[src/rtl/instr_fetch_unit_pkg.sv]
// Shared definitions for the fetch stage: state encoding, instruction field positions,
// reset defaults and the control bundle that selects the next PC.
package instr_fetch_unit_pkg;

    localparam int unsigned XLEN             = 32;
    localparam int unsigned DEFAULT_MAX_WAIT = 16;
    localparam logic [XLEN-1:0] DEFAULT_RESET_PC = 32'h0000_0000;

    localparam int unsigned OPCODE_LSB = 26;
    localparam int unsigned OPCODE_W   = 6;
    localparam int unsigned FUNCT_LSB  = 0;
    localparam int unsigned FUNCT_W    = 6;
    localparam int unsigned SHAMT_LSB  = 6;
    localparam int unsigned SHAMT_W    = 5;
    localparam int unsigned IMM_W      = 16;
    localparam int unsigned JIDX_W     = 26;

    typedef enum logic [1:0] {
        ST_START = 2'd0,
        ST_FETCH = 2'd1,
        ST_HOLD  = 2'd2,
        ST_ERROR = 2'd3
    } fetch_state_t;

    typedef struct packed {
        logic jr;
        logic jal;
        logic branch;
    } pc_ctrl_t;

    // Word-aligned, sign-extended branch displacement.
    function automatic logic [XLEN-1:0] branch_offset(input logic [IMM_W-1:0] imm);
        return {{(XLEN - IMM_W - 2){imm[IMM_W-1]}}, imm, 2'b00};
    endfunction

endpackage

[src/rtl/instr_fetch_unit_next_pc_calc.sv]
// Combinational next-PC selection (jr > jal > branch > sequential) plus the
// misalignment flag for register-indirect targets.
module instr_fetch_unit_next_pc_calc
    import instr_fetch_unit_pkg::*;
(
    input  logic [XLEN-1:0]   pc,
    input  logic [JIDX_W-1:0] target_idx,
    input  logic [XLEN-1:0]   jr_target,
    input  pc_ctrl_t          ctrl,
    output logic [XLEN-1:0]   pc_plus4,
    output logic [XLEN-1:0]   next_pc,
    output logic              misaligned
);

    logic [XLEN-1:0] jal_target;
    logic [XLEN-1:0] br_target;

    assign pc_plus4   = pc + XLEN'(4);
    assign jal_target = {pc_plus4[XLEN-1:XLEN-4], target_idx, 2'b00};
    assign br_target  = pc_plus4 + branch_offset(target_idx[IMM_W-1:0]);

    always_comb begin
        next_pc = pc_plus4;
        if (ctrl.jr) begin
            next_pc = jr_target;
        end else if (ctrl.jal) begin
            next_pc = jal_target;
        end else if (ctrl.branch) begin
            next_pc = br_target;
        end
    end

    // Only a register target can carry low bits; all other targets are built aligned.
    assign misaligned = ctrl.jr && (jr_target[1:0] != 2'b00);

endmodule

[src/rtl/instr_fetch_unit.sv]
// Fetch stage: owns the PC, runs the req/ack handshake with instruction memory,
// holds the fetched word for execute and steps the PC when execute advances.
module instr_fetch_unit
    import instr_fetch_unit_pkg::*;
#(
    parameter logic [XLEN-1:0] RESET_PC = DEFAULT_RESET_PC,
    parameter int unsigned     MAX_WAIT = DEFAULT_MAX_WAIT
) (
    input  logic                  clk,
    input  logic                  reset,
    output logic                  imem_req,
    output logic [XLEN-1:0]       imem_addr,
    input  logic                  imem_ack,
    input  logic [XLEN-1:0]       imem_rdata,
    input  logic                  advance,
    input  logic                  branch_taken,
    input  logic                  pc_src_jal,
    input  logic                  pc_src_jr,
    input  logic [XLEN-1:0]       jr_target,
    output logic [XLEN-1:0]       instr,
    output logic                  instr_valid,
    output logic [OPCODE_W-1:0]   opcode,
    output logic [FUNCT_W-1:0]    funct,
    output logic [SHAMT_W-1:0]    shamt,
    output logic [XLEN-1:0]       pc,
    output logic [XLEN-1:0]       pc_plus4,
    output logic                  fetch_err
);

    localparam int unsigned WAIT_W = (MAX_WAIT > 2) ? $clog2(MAX_WAIT) : 1;
    localparam logic [WAIT_W-1:0] LAST_WAIT = WAIT_W'(MAX_WAIT - 1);

    fetch_state_t      state;
    fetch_state_t      state_next;
    logic [WAIT_W-1:0] wait_cnt;
    logic [XLEN-1:0]   next_pc;
    logic              misaligned;
    logic              timeout;
    pc_ctrl_t          ctrl;

    logic              take_ack;
    logic              take_advance;
    logic              enter_fetch;
    logic              req_next;
    logic              valid_next;
    logic              err_next;

    assign ctrl      = '{jr: pc_src_jr, jal: pc_src_jal, branch: branch_taken};
    assign timeout   = (wait_cnt == LAST_WAIT);
    assign imem_addr = pc;
    assign opcode    = instr[OPCODE_LSB +: OPCODE_W];
    assign funct     = instr[FUNCT_LSB +: FUNCT_W];
    assign shamt     = instr[SHAMT_LSB +: SHAMT_W];

    instr_fetch_unit_next_pc_calc u_next_pc (
        .pc         (pc),
        .target_idx (instr[JIDX_W-1:0]),
        .jr_target  (jr_target),
        .ctrl       (ctrl),
        .pc_plus4   (pc_plus4),
        .next_pc    (next_pc),
        .misaligned (misaligned)
    );

    // State register
    always_ff @(posedge clk or posedge reset) begin
        if (reset) begin
            state <= ST_START;
        end else begin
            state <= state_next;
        end
    end

    // Next-state logic; an ack in the last allowed wait cycle beats the timeout
    always_comb begin
        state_next = state;
        case (state)
            ST_START: state_next = ST_FETCH;
            ST_FETCH: begin
                if (imem_ack) begin
                    state_next = ST_HOLD;
                end else if (timeout) begin
                    state_next = ST_ERROR;
                end
            end
            ST_HOLD: begin
                if (advance) begin
                    state_next = misaligned ? ST_ERROR : ST_FETCH;
                end
            end
            ST_ERROR: state_next = ST_ERROR;
            default:  state_next = ST_ERROR;
        endcase
    end

    // Output/enable decode; handshake flags are registered from the upcoming state
    always_comb begin
        take_ack     = 1'b0;
        take_advance = 1'b0;
        enter_fetch  = 1'b0;
        req_next     = 1'b0;
        valid_next   = 1'b0;
        err_next     = fetch_err;

        take_ack     = (state == ST_FETCH) && imem_ack;
        take_advance = (state == ST_HOLD) && advance && !misaligned;
        enter_fetch  = (state_next == ST_FETCH) && (state != ST_FETCH);
        req_next     = (state_next == ST_FETCH);
        valid_next   = (state_next == ST_HOLD);
        if (state_next == ST_ERROR) begin
            err_next = 1'b1;
        end
    end

    // Datapath and registered handshake outputs
    always_ff @(posedge clk or posedge reset) begin
        if (reset) begin
            pc          <= RESET_PC;
            instr       <= '0;
            imem_req    <= 1'b0;
            instr_valid <= 1'b0;
            fetch_err   <= 1'b0;
            wait_cnt    <= '0;
        end else begin
            imem_req    <= req_next;
            instr_valid <= valid_next;
            fetch_err   <= err_next;
            if (take_ack) begin
                instr <= imem_rdata;
            end
            if (take_advance) begin
                pc <= next_pc;
            end
            if (enter_fetch) begin
                wait_cnt <= '0;
            end else if (state == ST_FETCH) begin
                wait_cnt <= wait_cnt + WAIT_W'(1);
            end
        end
    end

endmodule

[config.mk]
export PLATFORM = sky130hd
export DESIGN_NAME = instr_fetch_unit
export DESIGN_NICKNAME = d
export VERILOG_FILES = /design/src/rtl/instr_fetch_unit_pkg.sv /design/src/rtl/instr_fetch_unit_next_pc_calc.sv /design/src/rtl/instr_fetch_unit.sv
export SDC_FILE = /design/constraint.sdc
export NUM_CORES = 1
export LEC_CHECK = 0
export BUFFER_PORTS_ARGS = -buffer_cell sky130_fd_sc_hd__buf_2
export CAP_MARGIN = 10
export CORE_AREA = 5 5 118 120
export DETAILED_ROUTE_END_ITERATION = 6
export DIE_AREA = 0 0 123 125
export PLACE_DENSITY = 0.82
export SYNTH_ARGS = -nofsm -noshare
export SYNTH_HDL_FRONTEND = slang
export SYNTH_HIERARCHICAL = 1
export SYNTH_SLANG_ARGS = --single-unit
[constraint.sdc]
create_clock -name clk -period 11.2 [get_ports clk]
set_input_delay 0.56 -clock clk [delete_from_list [all_inputs] [get_ports clk]]
set_output_delay 0.56 -clock clk [all_outputs]
set_load 0.05 [all_outputs]
After elaboration in Yosys (flattened, before gate mapping)
Index checks and enable logic that the tools add are counted.
- register bits after elaboration: 73
- latch bits: 0
- RAM bits: 0
- ROM bits: 0
- output and inout bits: 148
- word-level logic and storage cells: 37
- memories: 0
- add/subtract/negate cells: 3
- multiply operators: 0
- divide/modulo/power cells: 0
- magnitude comparators: 0
- eq/ne operators: 8
- shift operators: 0
- muxes and demuxes: 10
- bitwise logic cells: 0
- reductions and logical operators: 9
- operator list (kind ; number):
    32-bit 2-to-1 mux ; 3
    32-bit by 3-bit adder with 32-bit output (second input constant) ; 1
    32-bit adder ; 1
    2-bit equality test (second input constant) ; 4
    2-bit 2-to-1 mux ; 4
    4-bit 2-to-1 mux ; 2
    2-bit one-hot mux with 4 select lines ; 1
    1-bit logical AND ; 5
    4-bit by 1-bit adder with 4-bit output (second input constant) ; 1
    2-bit by 1-bit equality test with 1-bit output (second input constant) ; 2
    4-bit equality test (second input constant) ; 1
    2-bit nonzero test ; 2
    2-bit zero test ; 1
    2-bit by 1-bit != test with 1-bit output (second input constant) ; 1
    1-bit zero test ; 1

Longest topological paths before layout
- word-level depth: 8
- depth in mapped cells: 16
- gate-level depth less buffers: 16

Hierarchy
Netlist, hierarchy kept.
- by module, submodules not included (module ; instances ; cells an instance ; area each (um^2)):
    instr_fetch_unit ; 1 ; 226 ; 3315.7
    instr_fetch_unit_next_pc_calc ; 1 ; 485 ; 3234.4

Worst setup path before layout
No wires, ideal clock.
- path type: register to register
- start point: reg pc[2] (netlist: imem_addr[2])
- end point: reg pc[31] (netlist: imem_addr[31])
- library setup time: 67 ps
- arrival time: 4873 ps
- required time: 11133 ps
- slack: 6260 ps
- stages on the path, launching flop included: 15
- path buffers: 0
- period minus slack after synthesis: 4940 ps
- path through: dfrtp_1 -> ha_1 -> nand4_1 -> or3_4 -> or3_4 -> xnor2_1 -> ha_1 -> inv_1 -> o21bai_1 -> a211oi_1 -> o21ai_0 -> a221o_1 -> or4b_1 -> nand3_1 -> mux2_4
- word-level cells in the longest chain between the ends: 5
- ends and longest elaborated chain (item ; RTL line ; source):
    start: declaration ; instr_fetch_unit.sv:25 ; output logic [XLEN-1:0] pc,
    start signal: assignment ; instr_fetch_unit.sv:132 ; pc <= next_pc;
    32-bit by 3-bit adder with 32-bit output ; instr_fetch_unit_next_pc_calc.sv:18 ; assign pc_plus4 = pc + XLEN'(4);
    net pc_plus4[24] ; instr_fetch_unit.sv:26 ; output logic [XLEN-1:0] pc_plus4,
    32-bit adder ; instr_fetch_unit_next_pc_calc.sv:20 ; assign br_target = pc_plus4 + branch_offset(target_idx[IMM_W-1:0]);
    32-bit 2-to-1 mux ; instr_fetch_unit_next_pc_calc.sv:28 ; end else if (ctrl.branch) begin
    32-bit 2-to-1 mux ; instr_fetch_unit_next_pc_calc.sv:26 ; end else if (ctrl.jal) begin
    32-bit 2-to-1 mux ; instr_fetch_unit_next_pc_calc.sv:24 ; if (ctrl.jr) begin
    net next_pc[31] ; instr_fetch_unit.sv:36 ; logic [XLEN-1:0] next_pc;
The timed path passes the listed nets, and every way through them passes these cells.
A chain may end at the register's enable or synchronous reset.

Final worst setup path
- start point: reg pc[2] (netlist: imem_addr[2])
- end point: reg pc[31] (netlist: imem_addr[31])
- word-level cells in the longest chain between the ends: 5
- ends and longest elaborated chain (item ; RTL line):
    32-bit by 3-bit adder with 32-bit output * ; instr_fetch_unit_next_pc_calc.sv:18
    32-bit adder ; instr_fetch_unit_next_pc_calc.sv:20
    32-bit 2-to-1 mux ; instr_fetch_unit_next_pc_calc.sv:28
    32-bit 2-to-1 mux * ; instr_fetch_unit_next_pc_calc.sv:26
    32-bit 2-to-1 mux * ; instr_fetch_unit_next_pc_calc.sv:24
    net next_pc[31] ; instr_fetch_unit.sv:36
Mark *: on every way through the listed nets, which the timed path passes. The rest lies on a longest branch.

==> impl_metrics.toml <==
[critical_path]
r2r_setup_slack_ns = 6.85
worst_r2r_endpoint = "imem_addr[31]"
cp_slowest_cell = "a211oi_1"
worstSetupPathType = "reg2reg"
cp.depth = 16
critPathRequiredTime_ns = 11.43
worstSetupStartpoint = "imem_addr[2]"
r2r-start = "imem_addr[2]"
crit_path_max_fanout = 8
worstPathBufferInverterCount = 0
startpoint_type = "flop"
r2r_cells = 16
critPathTopFamily = "simple AND/OR/NAND/NOR gates"
critPathCapture = "imem_addr[31]"
arrival_ns = 4.59
crit_path_cell_trace = "ha_1 -> nand4_1 -> or3_4 -> nor2_1 -> nand2_1 -> xnor2_1 -> ha_1 -> a21oi_1 -> nand2_1 -> o21ai_0 -> nand2b_1 -> a211oi_1 -> a221o_1 -> or4b_1 -> nand3_1 -> mux2_4"
worstSetupEndpointType = "flop"
slowest_delay_ns = 0.48

[floorplan]
initial_core_util_pct = 50.9
ios = 219
dieArea_sq_um = 15400
coreArea_sq_um = 12900
die_w_microns = 123
die_h_microns = 125
num_rows = 42

[clocking]
cts_buffer_depth = 2
clock-sinks = 73
clkTransAtPathRegs_ns = 0.06
clock_latency_ns = 0.35
htree_levels = 3
cts_hold_buffers = 0
cts_root_buf = "clkbuf_16"
numCtsBuffers = 9
postCtsSetupBuffers = 0
cts_tree = "done"
postCtsResizedCells = 0

[global_routing]
groute.layer.met1.usage_pct = 33.4
use_met2_pct = 39.9
track_usage_pct = 25.2
grt_overflow_total = 0
antenna_found_initial = 0
grt_busiest_layer = "met2"
grt_pass1_wl_microns = 30700
grt_max_degree = 74
met3_usage_pct = 5.10
grt_pass1_vias = 5883

[power_and_ir_drop]
p_total_w = 0.00237
vdd_ir_drop_max_v = 0.000215
leakage_nw = 3.88
cellPowerDensity_nw_per_um2 = 310

[timing]
holdWs_ns = 0.439
relSlewSlack_pct = 32.9
tightest_slew_ns = 1.00
hold_violations = 0
setup_viol = 0
finalMaxSlewViolations = 0
fin_crit_ns = 4.35
tns_ns = 0
grt_setup_unrepaired = "false"
fmax_mhz = 230
finalClockSkew_ns = 0.00589
finalCritPeriodShare_pct = 38.9
setup_ws_ns = 6.85

[synthesis]
netlist_area_sq_um = 6550
yosysTopAreaCell = "dfrtp_1"
synth_area_leaders = "dfrtp_1 (28%), ha_1 (7.1%), mux2_4 (6.9%)"
synth_nets = 820
synthFlopType = "dfrtp_1"
synthArstFlopShare_pct = 100
synth_edf_count = 0
synthCells = 711
postSynthAreaPerCell_sq_um = 9.21
yosysTopAreaCellShare_pct = 27.9
postSynthRegisterBits = 73
ys_seq_area_share_pct = 27.9
synth.distinct_cells = 72
yosysWarnings = 6

[cells_and_area]
insertedDiodeCount = 0
area_growth_pct = 16.3
post-route-util_pct = 59.2
final.fill_count = 1132
layout-drive-gt1-share_pct = 37.4
fin_nets = 971

[outcome]
outcome = "finished, final reports clean"

[route]
drcViolationCount = 0
avgRoutedWirePerCell_microns = 18.7
num_vias = 5994
detail-route-antenna-nets = 0
drtIter0Drc = 373
totalWireLength_microns = 19500
drt_first_pass_iters = 5
viasPerCell = 5.75

[placement]
hpwl_microns = 14600
place.gp.congestion = 0.932
place_ws_ns = 6.94
io_buffers = 218

[flow_run]
drv_cap = 0

[hold_path]
worstHoldPathCells = 2
hold_class = "in2reg"
==> power breakdown <==
group / switching [W] / internal [W] / total (W)
sequential: 0.000128 / 0.000342 / 0.000470
clock: 0.000128 / 0.000198 / 0.000325
combinational: 0.00110 / 0.000472 / 0.00157
total: 0.00135 / 0.00101 / 0.00237
==> placed cells by master (no fill, tap or decap), types with 8 or more instances in the layout <==
cell type | synthesis | final
nand3_1 | 23 | 23
nand4_1 | 8 | 8
o21ai_0 | 35 | 35
mux2_2 | 34 | 34
inv_1 | 21 | 20
clkbuf_16 | 0 | 9
a21oi_1 | 37 | 37
nor2_1 | 46 | 46
nor3_1 | 10 | 10
xor2_1 | 14 | 14
nand2_1 | 69 | 68
xnor2_1 | 34 | 34
o21bai_1 | 8 | 8
and3_1 | 9 | 9
ha_1 | 37 | 37
buf_2 | 8 | 218
a211oi_1 | 14 | 14
dfrtp_1 | 73 | 73
o211ai_1 | 8 | 8
o22ai_1 | 12 | 12
mux2i_1 | 12 | 12
a21o_1 | 13 | 13
mux2_4 | 30 | 30
==> synth_stat cells, types with 5 or more instances <==
cell / count
a31o_2: 5
mux2_4: 30
clkbuf_1: 11
nor2_1: 46
ha_1: 37
nor3_1: 10
dfrtp_1: 73
o21ai_0: 35
a21o_1: 13
mux2_2: 34
o211ai_1: 8
o21bai_1: 8
nand3_1: 23
buf_4: 52
a211oi_1: 14
and3_1: 9
xnor2_1: 34
and4_1: 5
xor2_1: 14
nand2_1: 69
nand4_1: 8
nand2b_1: 5
mux2i_1: 12
buf_2: 8
o22ai_1: 12
inv_1: 21
a21oi_1: 37
==> per-layer routing <==
| metal | up-vias | part of all wire [%] |
|---|---|---|
| met3 | 34 | 8.3 |
| met2 | 271 | 47 |
| met1 | 2865 | 42 |
| li1 | 2824 | - |
| met4 | 0 | 2.7 |
| met5 | - | 0 |
==> worst reg2reg max path, delay by kind of cell, from the launching register on <==
| kind | cells | cell delay, ns |
|---|---|---|
| muxes | 1 | 0.26 |
| AOI/OAI and AO/OA | 4 | 1.21 |
| DFF | 1 | 0.47 |
| and+or+nand+nor | 8 | 1.31 |
| xor gates and xnor gates | 1 | 0.33 |
| adders and majority gates | 2 | 0.66 |
==> cells by family after synthesis <==
group | share of synthesized area, %
flip-flops | 27.9
adder cells (fa/ha/maj) | 7.37
AND/OR/NAND/NOR | 15.6
buffers and inverters | 10.2
XOR/XNOR | 6.92
multiplexers | 14.6
AO/OA/AOI/OAI | 17.5
==> final cells by class <==
| cell class | count | area (sq um) | share of cell area [%] |
|---|---|---|---|
| timing repair buffer | 219 | 1100 | 14.4 |
| tap | 176 | 220 | 2.89 |
| multi-input combinational | 536 | 4060 | 53.3 |
| clock buffer | 9 | 225 | 2.96 |
| inverter | 23 | 87.6 | 1.15 |
| sequential | 73 | 1830 | 24.0 |
| clock inverter | 7 | 101 | 1.33 |
==> sequential cells by signal, summed over array words and instances (netlist names) <==
name,cells
instr_valid,1
imem_req,1
fetch_err,1
instr,32
imem_addr,32
wait_cnt,4
state,2
==> metrics by stage <==
stage                     cell area [sq um]  cells
after floorplan                        6550    711
after global placement                 7290   1027
after detailed placement               7290   1027
after CTS                              7620   1043
after global routing                   7620   1043
final                                  7620   1043
==> worst min-delay path by stage <==
| stage | from | to |
|---|---|---|
| after floorplan | wait_cnt[0] | wait_cnt[0] |
| after global placement | fetch_err | fetch_err |
| after detailed placement | fetch_err | fetch_err |
| after CTS | imem_rdata[15] | instr[15] |
| after global routing | imem_rdata[28] | instr[28] |
| final | imem_rdata[28] | instr[28] |
Note: power is estimated with default switching activity, not from simulation.
